**src/rtl/gl_cmd_pkg.sv**
```systemverilog
// Shared types and character helpers for the command-capture front end.
// Decodes the +/- operator and the ESC abort character, and maps hex characters to nibbles.
package gl_cmd_pkg;

    typedef enum logic [1:0] {
        S_A  = 2'd0,
        S_B  = 2'd1,
        S_OP = 2'd2,
        S_GO = 2'd3
    } state_t;

    localparam logic [7:0] ASCII_ESC   = 8'h1B;
    localparam logic [7:0] ASCII_PLUS  = 8'h2B;
    localparam logic [7:0] ASCII_MINUS = 8'h2D;

    // Returns {valid, nibble}; letters share low-nibble layout so upper and lower case decode alike.
    function automatic logic [4:0] hex_nibble(input logic [7:0] ch);
        logic [4:0] res;
        res = 5'd0;
        if (ch >= 8'h30 && ch <= 8'h39) begin
            res = {1'b1, ch[3:0]};
        end else if ((ch >= 8'h61 && ch <= 8'h66) || (ch >= 8'h41 && ch <= 8'h46)) begin
            res = {1'b1, ch[3:0] + 4'd9};
        end
        return res;
    endfunction

endpackage

```
**src/rtl/gl_echo_fifo.sv**
```systemverilog
// Single-push/single-pop character FIFO with flush; rdata is registered and
// loads the head entry on the edge that pops it.
module gl_echo_fifo #(
    parameter int DEPTH = 8
) (
    input  logic       clk,
    input  logic       resetq,
    input  logic       flush,
    input  logic       push,
    input  logic       pop,
    input  logic [7:0] wdata,
    output logic [7:0] rdata,
    output logic       full,
    output logic       empty
);

    localparam int AW = $clog2(DEPTH);
    localparam logic [AW:0] DEPTH_CNT = (AW + 1)'(DEPTH);

    logic [7:0]    mem [DEPTH];
    logic [AW-1:0] wr_ptr_reg;
    logic [AW-1:0] rd_ptr_reg;
    logic [AW:0]   count_reg;
    logic [7:0]    rdata_reg;
    logic          wr_en;
    logic          rd_en;

    assign full  = (count_reg == DEPTH_CNT);
    assign empty = (count_reg == '0);
    assign rd_en = pop && !empty;
    // A pop in the same cycle frees the slot a full-FIFO push needs.
    assign wr_en = push && (!full || rd_en);
    assign rdata = rdata_reg;

    always_ff @(posedge clk) begin
        if (wr_en) begin
            mem[wr_ptr_reg] <= wdata;
        end
    end

    always_ff @(posedge clk or negedge resetq) begin
        if (!resetq) begin
            wr_ptr_reg <= '0;
            rd_ptr_reg <= '0;
            count_reg  <= '0;
            rdata_reg  <= 8'd0;
        end else begin
            if (rd_en) begin
                rdata_reg <= mem[rd_ptr_reg];
            end
            if (flush) begin
                wr_ptr_reg <= '0;
                rd_ptr_reg <= '0;
                count_reg  <= '0;
            end else begin
                if (wr_en) begin
                    wr_ptr_reg <= wr_ptr_reg + AW'(1);
                end
                if (rd_en) begin
                    rd_ptr_reg <= rd_ptr_reg + AW'(1);
                end
                case ({wr_en, rd_en})
                    2'b10:   count_reg <= count_reg + (AW + 1)'(1);
                    2'b01:   count_reg <= count_reg - (AW + 1)'(1);
                    default: count_reg <= count_reg;
                endcase
            end
        end
    end

endmodule

```
**src/rtl/gl_cmd_capture.sv**
```systemverilog
// Assembles two hex operands and a +/- operator from UART characters, issues a
// start pulse, and echoes accepted and result characters to the transmitter.
module gl_cmd_capture
    import gl_cmd_pkg::*;
#(
    parameter int DIGITS     = 2,
    parameter int FIFO_DEPTH = 8
) (
    input  logic                clk,
    input  logic                resetq,
    input  logic [7:0]          rx_data,
    input  logic                rx_valid,
    input  logic [7:0]          res_data,
    input  logic                res_valid,
    input  logic                tx_busy,
    output logic [7:0]          tx_data,
    output logic                tx_wr,
    output logic [4*DIGITS-1:0] op_a,
    output logic [4*DIGITS-1:0] op_b,
    output logic                op_sub,
    output logic                start,
    output logic                abort,
    output logic                ovf
);

    localparam int W  = 4 * DIGITS;
    localparam int CW = (DIGITS > 1) ? $clog2(DIGITS) : 1;
    localparam logic [CW-1:0] CNT_LAST = CW'(DIGITS - 1);

    state_t         state_reg, state_next;
    logic [CW-1:0]  cnt_reg, cnt_next;
    logic [W-1:0]   shadow_a_reg, shadow_a_next;
    logic [W-1:0]   shadow_b_reg, shadow_b_next;
    logic [W-1:0]   op_a_reg, op_a_next;
    logic [W-1:0]   op_b_reg, op_b_next;
    logic           op_sub_reg, op_sub_next;
    logic           esc_dly_reg, esc_dly_next;
    logic           abort_reg, abort_next;
    logic           ovf_reg, ovf_next;
    logic           tx_wr_reg, tx_wr_next;

    logic [4:0]     hn;
    logic           is_esc;
    logic           is_op;
    logic           first_digit;
    logic           last_digit;
    logic           rx_push;
    logic           fifo_push;
    logic [7:0]     fifo_wdata;
    logic           fifo_pop;
    logic           fifo_full;
    logic           fifo_empty;
    logic [W-1:0]   acc_a;
    logic [W-1:0]   acc_b;

    assign hn          = hex_nibble(rx_data);
    assign is_esc      = rx_valid && (rx_data == ASCII_ESC);
    assign is_op       = (rx_data == ASCII_PLUS) || (rx_data == ASCII_MINUS);
    assign first_digit = (cnt_reg == '0);
    assign last_digit  = (cnt_reg == CNT_LAST);
    assign acc_a       = first_digit ? W'(hn[3:0]) : ((shadow_a_reg << 4) | W'(hn[3:0]));
    assign acc_b       = first_digit ? W'(hn[3:0]) : ((shadow_b_reg << 4) | W'(hn[3:0]));

    always_comb begin
        state_next    = state_reg;
        cnt_next      = cnt_reg;
        shadow_a_next = shadow_a_reg;
        shadow_b_next = shadow_b_reg;
        op_a_next     = op_a_reg;
        op_b_next     = op_b_reg;
        op_sub_next   = op_sub_reg;
        rx_push       = 1'b0;

        if (is_esc) begin
            state_next    = S_A;
            cnt_next      = '0;
            shadow_a_next = '0;
            shadow_b_next = '0;
        end else begin
            case (state_reg)
                S_A: begin
                    if (rx_valid && hn[4]) begin
                        rx_push       = 1'b1;
                        shadow_a_next = acc_a;
                        cnt_next      = last_digit ? '0 : cnt_reg + CW'(1);
                        if (last_digit) begin
                            state_next = S_B;
                        end
                    end
                end
                S_B: begin
                    if (rx_valid && hn[4]) begin
                        rx_push       = 1'b1;
                        shadow_b_next = acc_b;
                        cnt_next      = last_digit ? '0 : cnt_reg + CW'(1);
                        if (last_digit) begin
                            state_next = S_OP;
                        end
                    end
                end
                S_OP: begin
                    if (rx_valid && is_op) begin
                        rx_push     = 1'b1;
                        op_a_next   = shadow_a_reg;
                        op_b_next   = shadow_b_reg;
                        op_sub_next = (rx_data == ASCII_MINUS);
                        state_next  = S_GO;
                    end
                end
                S_GO:    state_next = S_A;
                default: state_next = S_A;
            endcase
        end
    end

    // Result characters take priority over the rx echo; the losing echo counts as an overflow.
    assign fifo_push  = (rx_push || res_valid) && !is_esc;
    assign fifo_wdata = res_valid ? res_data : rx_data;
    assign fifo_pop   = !fifo_empty && !tx_busy && !tx_wr_reg;

    always_comb begin
        ovf_next = ovf_reg;
        if (is_esc) begin
            ovf_next = 1'b0;
        end else if ((rx_push && res_valid) || (fifo_push && fifo_full && !fifo_pop)) begin
            ovf_next = 1'b1;
        end
        esc_dly_next = is_esc;
        abort_next   = esc_dly_reg;
        tx_wr_next   = fifo_pop;
    end

    always_ff @(posedge clk or negedge resetq) begin
        if (!resetq) begin
            state_reg    <= S_A;
            cnt_reg      <= '0;
            shadow_a_reg <= '0;
            shadow_b_reg <= '0;
            op_a_reg     <= '0;
            op_b_reg     <= '0;
            op_sub_reg   <= 1'b0;
            esc_dly_reg  <= 1'b0;
            abort_reg    <= 1'b0;
            ovf_reg      <= 1'b0;
            tx_wr_reg    <= 1'b0;
        end else begin
            state_reg    <= state_next;
            cnt_reg      <= cnt_next;
            shadow_a_reg <= shadow_a_next;
            shadow_b_reg <= shadow_b_next;
            op_a_reg     <= op_a_next;
            op_b_reg     <= op_b_next;
            op_sub_reg   <= op_sub_next;
            esc_dly_reg  <= esc_dly_next;
            abort_reg    <= abort_next;
            ovf_reg      <= ovf_next;
            tx_wr_reg    <= tx_wr_next;
        end
    end

    gl_echo_fifo #(
        .DEPTH (FIFO_DEPTH)
    ) u_echo_fifo (
        .clk    (clk),
        .resetq (resetq),
        .flush  (is_esc),
        .push   (fifo_push),
        .pop    (fifo_pop),
        .wdata  (fifo_wdata),
        .rdata  (tx_data),
        .full   (fifo_full),
        .empty  (fifo_empty)
    );

    assign tx_wr  = tx_wr_reg;
    assign op_a   = op_a_reg;
    assign op_b   = op_b_reg;
    assign op_sub = op_sub_reg;
    assign start  = (state_reg == S_GO);
    assign abort  = abort_reg;
    assign ovf    = ovf_reg;

endmodule
```
**config.mk**
```make
export PLATFORM = sky130hd
export DESIGN_NAME = gl_cmd_capture
export DESIGN_NICKNAME = d
export VERILOG_FILES = /design/src/rtl/gl_cmd_pkg.sv /design/src/rtl/gl_echo_fifo.sv /design/src/rtl/gl_cmd_capture.sv
export SDC_FILE = /design/constraint.sdc
export NUM_CORES = 1
export LEC_CHECK = 0
export ABC_AREA = 1
export ABC_CLOCK_PERIOD_IN_PS = 6600
export CELL_PAD_IN_SITES_DETAIL_PLACEMENT = 1
export CELL_PAD_IN_SITES_GLOBAL_PLACEMENT = 1
export CORE_UTILIZATION = 48
export CTS_CLUSTER_SIZE = 25
export DETAILED_ROUTE_END_ITERATION = 8
export PLACE_DENSITY = 0.95
export SLEW_MARGIN = 10
export SYNTH_ARGS = -nofsm -noshare
export SYNTH_HDL_FRONTEND = slang
export SYNTH_SLANG_ARGS = --single-unit
```
**constraint.sdc**
```tcl
create_clock -name clk -period 6.6 [get_ports clk]
set_input_delay 0.99 -clock clk [delete_from_list [all_inputs] [get_ports clk]]
set_output_delay 0.99 -clock clk [all_outputs]
set_load 0.05 [all_outputs]
```
# After elaboration in Yosys (flattened, before gate mapping)
# Memories as Yosys holds them, arrays and structs flattened. A register that Yosys moved wholly into a read port is not among the register bits.
# Cells that the tools add are included.
# classes
n_addsub,6
magnitude_cmp,6
n_eq_ne,14
muxes,36
bitwise_logic,3
n_reduce_logical,42
# ops
cell,count
$mux W8,9
$eq A8 B6 Y1 const B,2
$ge A8 B7 Y1 const B,2
$le A8 B7 Y1 const B,2
$or A8 B4 Y8,2
$ne A3 B3 Y1 const B,5
$logic_and A1 B1 Y1,14
$reduce_bool A2 Y1,7
$mux W2,6
$mux W3,4
$mux W1,11
$mux W5,2
$eq A8 B5 Y1 const B,1
$ge A8 B6 Y1 const B,1
$le A8 B6 Y1 const B,1
$pmux W2 S4,1
$pmux W4 S2,1
$logic_not A1 Y1,7
$add A3 B1 Y3 const B,2
$eq A2 B2 Y1 const B,3
$reduce_and A2 Y1,3
$logic_or A1 B1 Y1,5
$reduce_and A5 Y1,1
$add A4 B1 Y4 const B,1
other kinds (13),14
# word_totals
regBits,50
ramBits,64
in_bits,21
wordCells,122
mem_count,1
# mem_list
name,depth,word_bits,read_ports,rd_clocked_by_memory_dff,write_ports,line,source
u_echo_fifo.mem,8,8,1,1,1,gl_echo_fifo.sv:20,logic [7:0] mem [DEPTH];

# Depth between registers and ports, before layout
# depth
depth_word,16
ltp_mapped,20

# By module
# A second synthesis with hierarchy kept.
# unflattened
hier_cells,550
hier_area_um2,5500.3
# modules_own_cells
module,instances,cells_per_inst,area_per_inst_um2
gl_echo_fifo,1,308,3477.1
gl_cmd_capture,1,242,2023.2

# Worst setup path before layout
# No wires, ideal clock.
# synth_path
path_kind,input port to flip-flop
start,in rx_data[1]
end,reg u_echo_fifo.count_reg[3]
setup_ns,0.117
arrival_ns,2.925
path_slack_ns,3.558
cell_stages,20
n_path_buf,0
cell_sequence,inv_1 -> ha_1 -> inv_1 -> nand4_1 -> nand2_1 -> nand2_1 -> nand3_2 -> nand2_2 -> nand2_2 -> nand3_2 -> inv_1 -> ha_1 -> a21oi_1 -> nand2_1 -> xor2_1 -> inv_1 -> nand4_1 -> nand2_1 -> nand3_1 -> nand2_1
# synth_via
elab_chain_cells,15
word_cells_on_any_way,32
# synth_rtl
element,line,source
start: declaration,gl_cmd_capture.sv:11,"input logic [7:0] rx_data,"
$ge A8 B7 Y1 / $le A8 B7 Y1 (equally long branches),gl_cmd_pkg.sv:22,end else if ((ch >= 8'h61 && ch <= 8'h66) || (ch >= 8'h41 && ch <= 8'h46)) begin
$logic_and A1 B1 Y1,gl_cmd_pkg.sv:22,
$logic_or A1 B1 Y1,gl_cmd_pkg.sv:22,
$mux W5,gl_cmd_pkg.sv:22,
$mux W5,gl_cmd_pkg.sv:20,if (ch >= 8'h30 && ch <= 8'h39) begin
$logic_and A1 B1 Y1,"gl_cmd_capture.sv:82, gl_cmd_capture.sv:92",
$mux W1,"gl_cmd_capture.sv:82, gl_cmd_capture.sv:92",
$pmux W1 S2,gl_cmd_capture.sv:80,case (state_reg)
$mux W1,gl_cmd_capture.sv:74,if (is_esc) begin
$logic_or A1 B1 Y1,gl_cmd_capture.sv:117,assign fifo_push = (rx_push || res_valid) && !is_esc;
$logic_and A1 B1 Y1,gl_cmd_capture.sv:117,
$logic_and A1 B1 Y1,gl_echo_fifo.sv:32,assign wr_en = push && (!full || rd_en);
$eq A2 B1 Y1 / $eq A2 B2 Y1 (equally long branches),gl_echo_fifo.sv:62,"case ({wr_en, rd_en})"
$pmux W4 S2,gl_echo_fifo.sv:62,
$mux W4,gl_echo_fifo.sv:51,if (flush) begin
end signal: assignment,gl_echo_fifo.sv:63,2'b10: count_reg <= count_reg + (AW + 1)'(1);
end signal: assignment,gl_echo_fifo.sv:64,2'b01: count_reg <= count_reg - (AW + 1)'(1);
end signal: assignment,gl_echo_fifo.sv:65,default: count_reg <= count_reg;
end: declaration,gl_echo_fifo.sv:23,logic [AW:0] count_reg;
# Several ways; a longest one is shown, not always the timed one.
# A chain may end at the register's enable or synchronous reset.

# Worst setup path after layout
# layout_path
start,in rx_data[0]
end,reg u_echo_fifo.count_reg[3]
# The elaborated chain is that of the path after synthesis.

==> results_dict.tcl <==
set metrics [dict create \
    syn_nets 537 \
    syn-mean-instance-area_sq_um 10.5 \
    portBuffers 49 \
    syn_area_sq_um 5280 \
    die_h_um 107 \
    insertion_delay_ns 0.53 \
    fin_tns_setup_ns 0 \
    vias 4223 \
    cts_buffer_depth 2 \
    comb_power_share_pct 30.1 \
    ys_warn_count 0 \
    ctsHoldBuffers 0 \
    leakage_nw 2.71 \
    min_from "abort_next" \
    synth_cell_type_count 36 \
    worst-setup-path-type "in -> reg" \
    dp_hpwl_mm 10.3 \
    min_period_over_period_pct 65.1 \
    areaGrowthSynthToFinish_pct 22.4 \
    largest_register_ffs 64 \
    antenna_cells 0 \
    cp.arrival_ns 4.70 \
    final_cell_mix "nand2_1, edfxtp_1, o21ai_0, nor2_1, dfrtp_1" \
    ant_nets 0 \
    swShare_pct 38.2 \
    wl_met2_mm 8.57 \
    p_seq_share_pct 38.3 \
    finalMaxSlewViolations 0 \
    synthArstFlopShare_pct 47.5 \
    fin_nets 589 \
    routed-wl-met3_mm 1.00 \
    synth_edf_count 64 \
    top_register "u_echo_fifo.mem" \
    cp-end-kind "flop" \
    grt_pass1_vias 4587 \
    finalWirelength_mm 16.8 \
    post_cts_buffers 0 \
    cts.clk_slew.worst_paths_ns 0.06 \
    syn_inst 504 \
    dpl_cell_area_sq_um 5870 \
    highest-signal-layer "met4" \
    synth_seq_area_share_pct 63.9 \
    drive_gt1_share_pct 9.31 \
    firstDrtPassIters 7 \
    slew_headroom_pct 6.18 \
    power_density_nw_per_um2 456 \
    clock_power_share_pct 31.6 \
    power.internal_mw 1.82 \
    fin_crit_ns 4.30 \
    core_sq_um 10500 \
    tritoncts "done" \
    worst-slew-pin-transition_ns 1.39 \
    cap_violations 0 \
    cts_root_buf "clkbuf_8" \
    die_x_um 107 \
    crit_fanout 27 \
    initialDrtViolationCount 393 \
    mostFrequentLayoutCell "nand2_1" \
    overflow 0 \
    cts_resized 0 \
    htree_levels 4 \
    switching_power_mw 1.12 \
    status "finished, final reports clean" \
    clock-sinks 122 \
    core.rowCount 37 \
    grtUsageTotal_pct 31.9 \
    num_io_pins 50 \
    synthFlopType "edfxtp_1" \
    synth-seq-cells 122 \
    final-hold-violation-count 0 \
    ir_drop_uv 216 \
    vias_per_cell 5.99 \
    grt_pass1_wl_mm 26.4 \
    crit_required_ns 7.01 \
    grt_max_degree 59 \
    initial_core_util_pct 50.2 \
    start_kind "input pin" \
    rsz0062_at_grt "false" \
    crit_start "rx_data[0]" \
    hold_path.class "reg -> reg" \
    drt-met1-wl_mm 6.50 \
    r2r_start "state_reg[0]" \
    design_area_sq_um 6460 \
    post-route-drc-count 0 \
    cts_made_buffers 17 \
    fmax_ghz 0.233 \
    gp_congestion 0.867 \
    antenna_found_initial 0 \
    setup_viol_count_final 0 \
    dieArea_sq_um 11400 \
    routedWlPerCell_um 23.9 \
    finClkSkew_ns 0.00940 \
]
power by group through the flow:
stage	registers (mW)	clock network (mW)	logic [mW]
4_1_cts	1.12	0.925	0.879
3_3_place_gp	1.11	0	0.748
3_5_place_dp	1.13	0	0.828
2_1_floorplan	1.16	0	0.486
6_report	1.13	0.928	0.886
5_1_grt	1.14	0.955	0.953
through the flow:
step	power, mW	setup slack (ns)	hold slack [ns]	util [%]	cells
after global routing	3.05	2.12	0.396	61.4	705
after floorplan	1.64	3.56	0.331	-	504
after global placement	1.86	2.59	0.346	55.9	673
after CTS	2.93	2.44	0.390	61.4	705
after detailed placement	1.96	2.24	0.342	55.9	673
final	2.94	2.30	0.382	61.4	705
path summary, 6_finish.rpt:
kind | endpoint | slack (ns) | cells past startpoint
worst max-delay path | u_echo_fifo.count_reg[3] | 2.30 | 18
worst min-delay path | abort | 0.38 | 0
worst max register to register | u_echo_fifo.count_reg[3] | 3.06 | 16
worst min register to register | abort | 0.38 | 0
max in group asynchronous | shadow_a_reg[4] | 5.48 | 2
min in group asynchronous | u_echo_fifo.rdata[6] | 0.59 | 2
kinds of logic (layout without fill, tap and decap cells):
family / count (synthesis) / in the layout / synth area share (%)
AO/OA/AOI/OAI: 106 / 106 / 11.9
XOR/XNOR: 3 / 3 / 0.498
adder cells (fa/ha/maj): 12 / 12 / 2.99
buffers and inverters: 56 / 121 / 4.01
flip-flops: 122 / 122 / 63.9
multiplexers: 2 / 2 / 0.427
AND/OR/NAND/NOR: 203 / 203 / 16.2
area by class of cell:
cell class                      instances  area, sq um
Fill cell                            1096         4050
Sequential cell                       122         3370
Multi-Input combinational cell        326         1690
Timing Repair Buffer                   50          493
Clock buffer                           19          432
Tap cell                              136          170
Clock inverter                         13          151
Inverter                               39          146
Yosys cell counts, types with 3 or more instances:
master | instances | area [sq um]
o221ai_1 | 8 | 70.1
edfxtp_1 | 64 | 1920
o22ai_1 | 9 | 56.3
nand2_1 | 111 | 417
nand3_1 | 15 | 75.1
a21oi_1 | 6 | 30.0
dfrtp_1 | 58 | 1450
o211ai_1 | 8 | 60.1
nor2_2 | 3 | 18.8
o21ai_1 | 4 | 20.0
nand2_2 | 4 | 25.0
inv_1 | 36 | 135
ha_1 | 11 | 138
o21ai_0 | 63 | 315
nand3_2 | 5 | 50.1
nor2_1 | 58 | 218
clkbuf_1 | 14 | 52.6
worst max-delay path, cell delays in order:
cell and delay, ns:
clkdlybuf4s50_1 0.56, ha_1 0.23, inv_1 0.11, o21ai_2 0.20, nand3_2 0.46, nand2_2 0.25
nand2_2 0.14, nand3_2 0.14, inv_1 0.10, ha_1 0.37, nand3_1 0.14, nand2_1 0.14
xor2_1 0.29, inv_1 0.13, nand4_1 0.15, nand2_1 0.08, nand3_1 0.10, nand2_1 0.10
routing by layer:
layer | vias to the layer above | GRT usage [%]
li1 | 1829 | -
met5 | - | 0
met1 | 2116 | 38.7
met2 | 216 | 53.3
met3 | 62 | 7.23
met4 | 0 | 16.6
No activity file was read; power rests on OpenSTA's default activity.
